$ cat src/rtl/alarm_buzzer_arbiter.sv
// rtl/alarm_buzzer_arbiter.sv - shares one buzzer between temp, door and chime alarms
module alarm_buzzer_arbiter #(
  parameter int BEEP_ON       = 4,
  parameter int BEEP_OFF      = 4,
  parameter int CHIME_BEEPS   = 3,
  parameter int SNOOZE_CYCLES = 32,
  parameter int CNT_W         = 8
) (
  input  logic       clock,
  input  logic       reset,
  input  logic       warn_temp_high,
  input  logic       warn_door_open,
  input  logic       chime_req,
  input  logic       ack,
  output logic       buzzer,
  output logic [1:0] alarm_src,
  output logic       busy
);

  localparam logic [2:0] S_IDLE   = 3'd0;
  localparam logic [2:0] S_TEMP   = 3'd1;
  localparam logic [2:0] S_DOOR   = 3'd2;
  localparam logic [2:0] S_CHIME  = 3'd3;
  localparam logic [2:0] S_SNOOZE = 3'd4;

  localparam logic [CNT_W-1:0] ONE        = {{(CNT_W-1){1'b0}}, 1'b1};
  localparam logic [CNT_W-1:0] CNT_MAX    = {CNT_W{1'b1}};
  localparam logic [CNT_W-1:0] ON_LEN     = CNT_W'(BEEP_ON);
  localparam logic [CNT_W-1:0] OFF_LEN    = CNT_W'(BEEP_OFF);
  localparam logic [CNT_W-1:0] LAST_BEEP  = CNT_W'(CHIME_BEEPS - 1);
  localparam logic [CNT_W-1:0] SNOOZE_LEN = CNT_W'(SNOOZE_CYCLES);

  logic [2:0]       state, state_n;
  logic [CNT_W-1:0] phase_cnt, phase_cnt_n;
  logic [CNT_W-1:0] beep_cnt, beep_cnt_n;
  logic [CNT_W-1:0] snooze_cnt, snooze_cnt_n;
  logic             phase_on, phase_on_n;
  logic             snoozed_door, snoozed_door_n;
  logic             chime_pending, chime_pending_n;
  logic             buzzer_n, busy_n;
  logic [1:0]       alarm_src_n;
  logic             phase_done, last_beep;

  function automatic logic [CNT_W-1:0] sat_inc(input logic [CNT_W-1:0] v);
    return (v == CNT_MAX) ? v : v + ONE;
  endfunction

  assign phase_done = phase_on ? (phase_cnt >= ON_LEN) : (phase_cnt >= OFF_LEN);
  assign last_beep  = (beep_cnt >= LAST_BEEP);

  // Next-state, pattern sequencing and next registered outputs
  always_comb begin
    state_n         = state;
    phase_on_n      = phase_on;
    phase_cnt_n     = phase_cnt;
    beep_cnt_n      = beep_cnt;
    snooze_cnt_n    = snooze_cnt;
    snoozed_door_n  = snoozed_door;
    chime_pending_n = chime_pending | chime_req;

    case (state)
      S_IDLE: begin
        if (warn_temp_high) begin
          state_n = S_TEMP;
        end else if (warn_door_open) begin
          state_n = S_DOOR;
        end else if (chime_pending || chime_req) begin
          state_n         = S_CHIME;
          chime_pending_n = 1'b0;
        end
      end
      S_TEMP: begin
        if (ack) begin
          state_n        = S_SNOOZE;
          snoozed_door_n = 1'b0;
        end else if (!warn_temp_high) begin
          state_n = S_IDLE;
        end
      end
      S_DOOR: begin
        if (warn_temp_high) begin
          state_n = S_TEMP;
        end else if (ack) begin
          state_n        = S_SNOOZE;
          snoozed_door_n = 1'b1;
        end else if (!warn_door_open) begin
          state_n = S_IDLE;
        end else if (phase_done) begin
          phase_on_n  = !phase_on;
          phase_cnt_n = ONE;
        end else begin
          phase_cnt_n = sat_inc(phase_cnt);
        end
      end
      S_CHIME: begin
        // A preempted chime goes back in the queue; an acknowledged one does not
        if (warn_temp_high) begin
          state_n         = S_TEMP;
          chime_pending_n = 1'b1;
        end else if (warn_door_open) begin
          state_n         = S_DOOR;
          chime_pending_n = 1'b1;
        end else if (ack) begin
          state_n = S_IDLE;
        end else if (phase_done && !phase_on && last_beep) begin
          state_n = S_IDLE;
        end else if (phase_done) begin
          phase_on_n  = !phase_on;
          phase_cnt_n = ONE;
          if (!phase_on) begin
            beep_cnt_n = sat_inc(beep_cnt);
          end
        end else begin
          phase_cnt_n = sat_inc(phase_cnt);
        end
      end
      S_SNOOZE: begin
        if (snoozed_door && warn_temp_high) begin
          state_n = S_TEMP;
        end else if (snooze_cnt >= SNOOZE_LEN) begin
          state_n = S_IDLE;
        end else begin
          snooze_cnt_n = sat_inc(snooze_cnt);
        end
      end
      default: state_n = S_IDLE;
    endcase

    // Every state entry restarts the pattern at the first ON cycle
    if (state_n != state) begin
      phase_on_n   = 1'b1;
      phase_cnt_n  = ONE;
      beep_cnt_n   = '0;
      snooze_cnt_n = ONE;
    end

    busy_n = (state_n != S_IDLE);
    case (state_n)
      S_TEMP:  begin alarm_src_n = 2'b11; buzzer_n = 1'b1;       end
      S_DOOR:  begin alarm_src_n = 2'b10; buzzer_n = phase_on_n; end
      S_CHIME: begin alarm_src_n = 2'b01; buzzer_n = phase_on_n; end
      default: begin alarm_src_n = 2'b00; buzzer_n = 1'b0;       end
    endcase
  end

  // State, counters and registered outputs with synchronous active-low reset
  always_ff @(posedge clock) begin
    if (!reset) begin
      state         <= S_IDLE;
      phase_on      <= 1'b0;
      phase_cnt     <= '0;
      beep_cnt      <= '0;
      snooze_cnt    <= '0;
      snoozed_door  <= 1'b0;
      chime_pending <= 1'b0;
      buzzer        <= 1'b0;
      alarm_src     <= 2'b00;
      busy          <= 1'b0;
    end else begin
      state         <= state_n;
      phase_on      <= phase_on_n;
      phase_cnt     <= phase_cnt_n;
      beep_cnt      <= beep_cnt_n;
      snooze_cnt    <= snooze_cnt_n;
      snoozed_door  <= snoozed_door_n;
      chime_pending <= chime_pending_n;
      buzzer        <= buzzer_n;
      alarm_src     <= alarm_src_n;
      busy          <= busy_n;
    end
  end

endmodule
$ cat config.mk
export PLATFORM = sky130hd
export DESIGN_NAME = alarm_buzzer_arbiter
export DESIGN_NICKNAME = d
export VERILOG_FILES = /design/src/rtl/alarm_buzzer_arbiter.sv
export SDC_FILE = /design/constraint.sdc
export NUM_CORES = 1
export LEC_CHECK = 0
export ABC_AREA = 1
export CAP_MARGIN = 20
export CORE_MARGIN = 5
export CORE_UTILIZATION = 58
export DETAILED_ROUTE_END_ITERATION = 10
export PLACE_DENSITY = 0.89
export SYNTH_ARGS = -nofsm -noshare
export SYNTH_HDL_FRONTEND = slang
export SYNTH_SLANG_ARGS = --single-unit
export TNS_END_PERCENT = 30
$ cat constraint.sdc
create_clock -name clock -period 2.3 [get_ports clock]
set_input_delay 0.46 -clock clock [delete_from_list [all_inputs] [get_ports clock]]
set_output_delay 0.46 -clock clock [all_outputs]
set_load 0.1 [all_outputs]
==> summary.txt, run 1 <==
CP max FO - 22
Setup WS pre-CTS - -0.0164 ns
drt wl/cell - 11.0 um
share of cells above drive strength 1 - 19.1%
period utilisation layout - 90.8%
Congestion Overflow GR - 0
Pint - 0.968 mW
nets@finish - 280
Final min period - 2.09 ns
critical path data arrival time - 2.35 ns
Synth cell types - 34
worst setup path startpoint - beep_cnt[0]
via count - 1572
1st-iter DRT viols - 61
synth-to-layout area growth - 15.9%
CTS sink cnt - 34
sequential fraction of the synthesis area - 37.5%
Initial Util - 60.0%
io pins - 10
Reg area - 681 um2
VDD IR max - 0.544 mV
design area - 2100 um2
cts repair resizes - 0
RSZ-0062 raised after global routing - no
Pwr per Cell Area - 672 nW/um2
GR Util All Layers - 18.3%
CP Class - register to register
Sw Ratio - 31.5%
synth warn - 0
DP Area - 2020 um2
final WL - 3430 um
Fillers - 238
DR pass1 iterations - 7
row cnt - 20
combinational power share - 23.2%
clk slew on worst S/H paths - 0.09 ns
GPL Wtd Cong - 0.813
Seq pwr share - 45.0%
Setup TNS - 0 ns
Synth area leader - dfxtp_1
mapped cell area - 1820 um2
port bufs - 9
type of origin of the critical path - register
#FFs+latches synth - 34
Syn Nets - 256
Setup crit end - snooze_cnt[2]
Slew Viols, Final - 0
core area - 3030 um2
Async SR Flop Fraction - 0%
Clock Skews - 0.0180 ns
# Max-Cap Violations - 0
RR Endpoint - snooze_cnt[2]
number of global-route vias before repair - 1487
maximum clock frequency - 479 MHz
Worst-Margin Slew - 0.336 ns
most frequent cells in the layout - 48 x nand2_1, 34 x dfxtp_1, 33 x inv_1
EDFF count, synth - 0
Ant. Diodes - 0
CTS tree - done
outcome - completed
DIE HEIGHT - 65.9 um
leakage - 0.874 nW
Synth Instances - 243
footprint of the multi-input gates - 983 um2
postcts setup bufs - 0
pin count of the biggest net entering global routing - 23
Max-slew headroom - 77.4%
Die W - 65.9 um
r2r setup slk - 0.21 ns
reg2reg start - beep_cnt[0]
top-area cell type share of the netlist area - 37.5%
initial antenna violation count - 0
commonest non-fill, non-tap cell in the layout - nand2_1
H-tree depth - 2
root buf cell - clkbuf_4
final hold vios - 0
Post-route DRC - 0
Clock power frac - 31.9%
crit end category - register
Clock Latency Late Sink - 0.35 ns
die area - 4350 um2
Clock Path Buffers - 2
Main synth FF type - dfxtp_1
top post-synthesis cells by area - dfxtp_1 37%, nand2_1 9.9%, inv_1 6.8%
global-route wire length before repair - 6100 um
Via-to-Cell Ratio - 5.05
Mean Syn Cell Area - 7.47 um2
Hold Crit Class - register to register
worst r2r path cells - 14
Final setup viols - 0
post-detailed-route count of antenna-violating nets - 0
CTS Hold Buffers Added - 0
Final WS setup - 0.212 ns
Critical Path RT - 2.56 ns
post-DP HPWL - 2630 um
Net Switching - 0.445 mW
clock buffer count from CTS - 5
[sequential cells by signal, summed over array words and instances, names as in the netlist, 2 cells and up]
register,flops
state,3
phase_cnt,8
beep_cnt,8
alarm_src,2
snooze_cnt,8
[worst max-delay path: stages, from the launching register on]
cell	delay (ns)
dfxtp_1	0.41
inv_1	0.06
ha_1	0.19
nor2_1	0.09
nand2_1	0.08
o21ai_2	0.20
nand2_1	0.11
nand2_1	0.07
nand2_1	0.08
nand3_2	0.08
nand2_1	0.05
nand2_1	0.15
nand3_2	0.12
buf_12	0.17
nor3_1	0.13
[final cells by class]
class | instances | area share [%]
timing repair buffer | 19 | 7.97
inverter | 36 | 6.42
clock inverter | 1 | 1.43
clock buffer | 6 | 2.44
sequential | 34 | 32.4
multi-input combinational | 171 | 46.8
tap | 44 | 2.62
[per-stage QoR]
stage          instances  utilization [%]  total power, mW  hold slack (ns)
2_1_floorplan        243                -            0.884            0.416
3_3_place_gp         304             66.8            0.970            0.422
3_5_place_dp         304             66.8            0.975            0.431
4_1_cts              311             69.5             1.42            0.446
5_1_grt              311             69.5             1.48            0.478
6_report             311             69.5             1.41            0.442
[cell families (layout without fill, tap and decap cells)]
group           count (synthesis)  after routing  share of synthesized area, %
flops                          34             34                          37.5
buf+inv                        38             62                          8.34
fa+ha+maj                       7              7                          4.82
compound gates                 30             30                          11.2
xor+xnor                        7              7                          3.38
simple gates                  127            127                          34.8
[metal layers]
metal / track usage, % / vias up / part of all wire [%]
li1: - / 831 / -
met1: 22.5 / 704 / 47
met2: 29.5 / 28 / 47
met3: 5.61 / 9 / 4.4
met4: 7.61 / 0 / 1.7
met5: 0 / - / 0
[cells in the mapped netlist, types with 2 or more instances]
library cell,count
xnor2_1,2
dfxtp_1,34
xor2_1,5
nor2_1,31
or2_2,2
nand3_2,3
a31oi_1,3
nor3_1,7
a21oi_2,7
a21oi_1,5
nand3_1,16
ha_1,7
inv_2,3
nor2_2,3
nand4_1,4
nor3_2,2
nor3_4,2
inv_1,33
o21ai_0,8
nor2_4,4
nand2_1,48
nand2_2,2
[power by group through the flow]
stage	clock network, mW	registers, mW	logic [mW]
after CTS	0.461	0.635	0.328
after detailed placement	0	0.648	0.326
after floorplan	0	0.734	0.150
final	0.450	0.635	0.327
after global routing	0.487	0.639	0.354
after global placement	0	0.648	0.322
[worst min-delay path by stage]
stage                  startpoint             to  cells after the start
floorplan           snooze_cnt[7]  snooze_cnt[7]                      2
global placement    snooze_cnt[7]  snooze_cnt[7]                      2
detailed placement  snooze_cnt[6]  snooze_cnt[6]                      2
CTS                 snooze_cnt[6]  snooze_cnt[6]                      2
global route        snooze_cnt[6]  snooze_cnt[6]                      2
finish              snooze_cnt[6]  snooze_cnt[6]                      2
No activity file was read; power rests on OpenSTA's default activity.
==> inputs of run 2 (changes only) <==
--- a/config.mk
+++ b/config.mk
@@ -11,6 +11,7 @@
 export CORE_UTILIZATION = 58
 export DETAILED_ROUTE_END_ITERATION = 10
 export PLACE_DENSITY = 0.89
+export SLEW_MARGIN = 40
 export SYNTH_ARGS = -nofsm -noshare
 export SYNTH_HDL_FRONTEND = slang
 export SYNTH_SLANG_ARGS = --single-unit
==> results of run 2 <==
The final DEF is identical to that of run 1; final timing and power are the same.
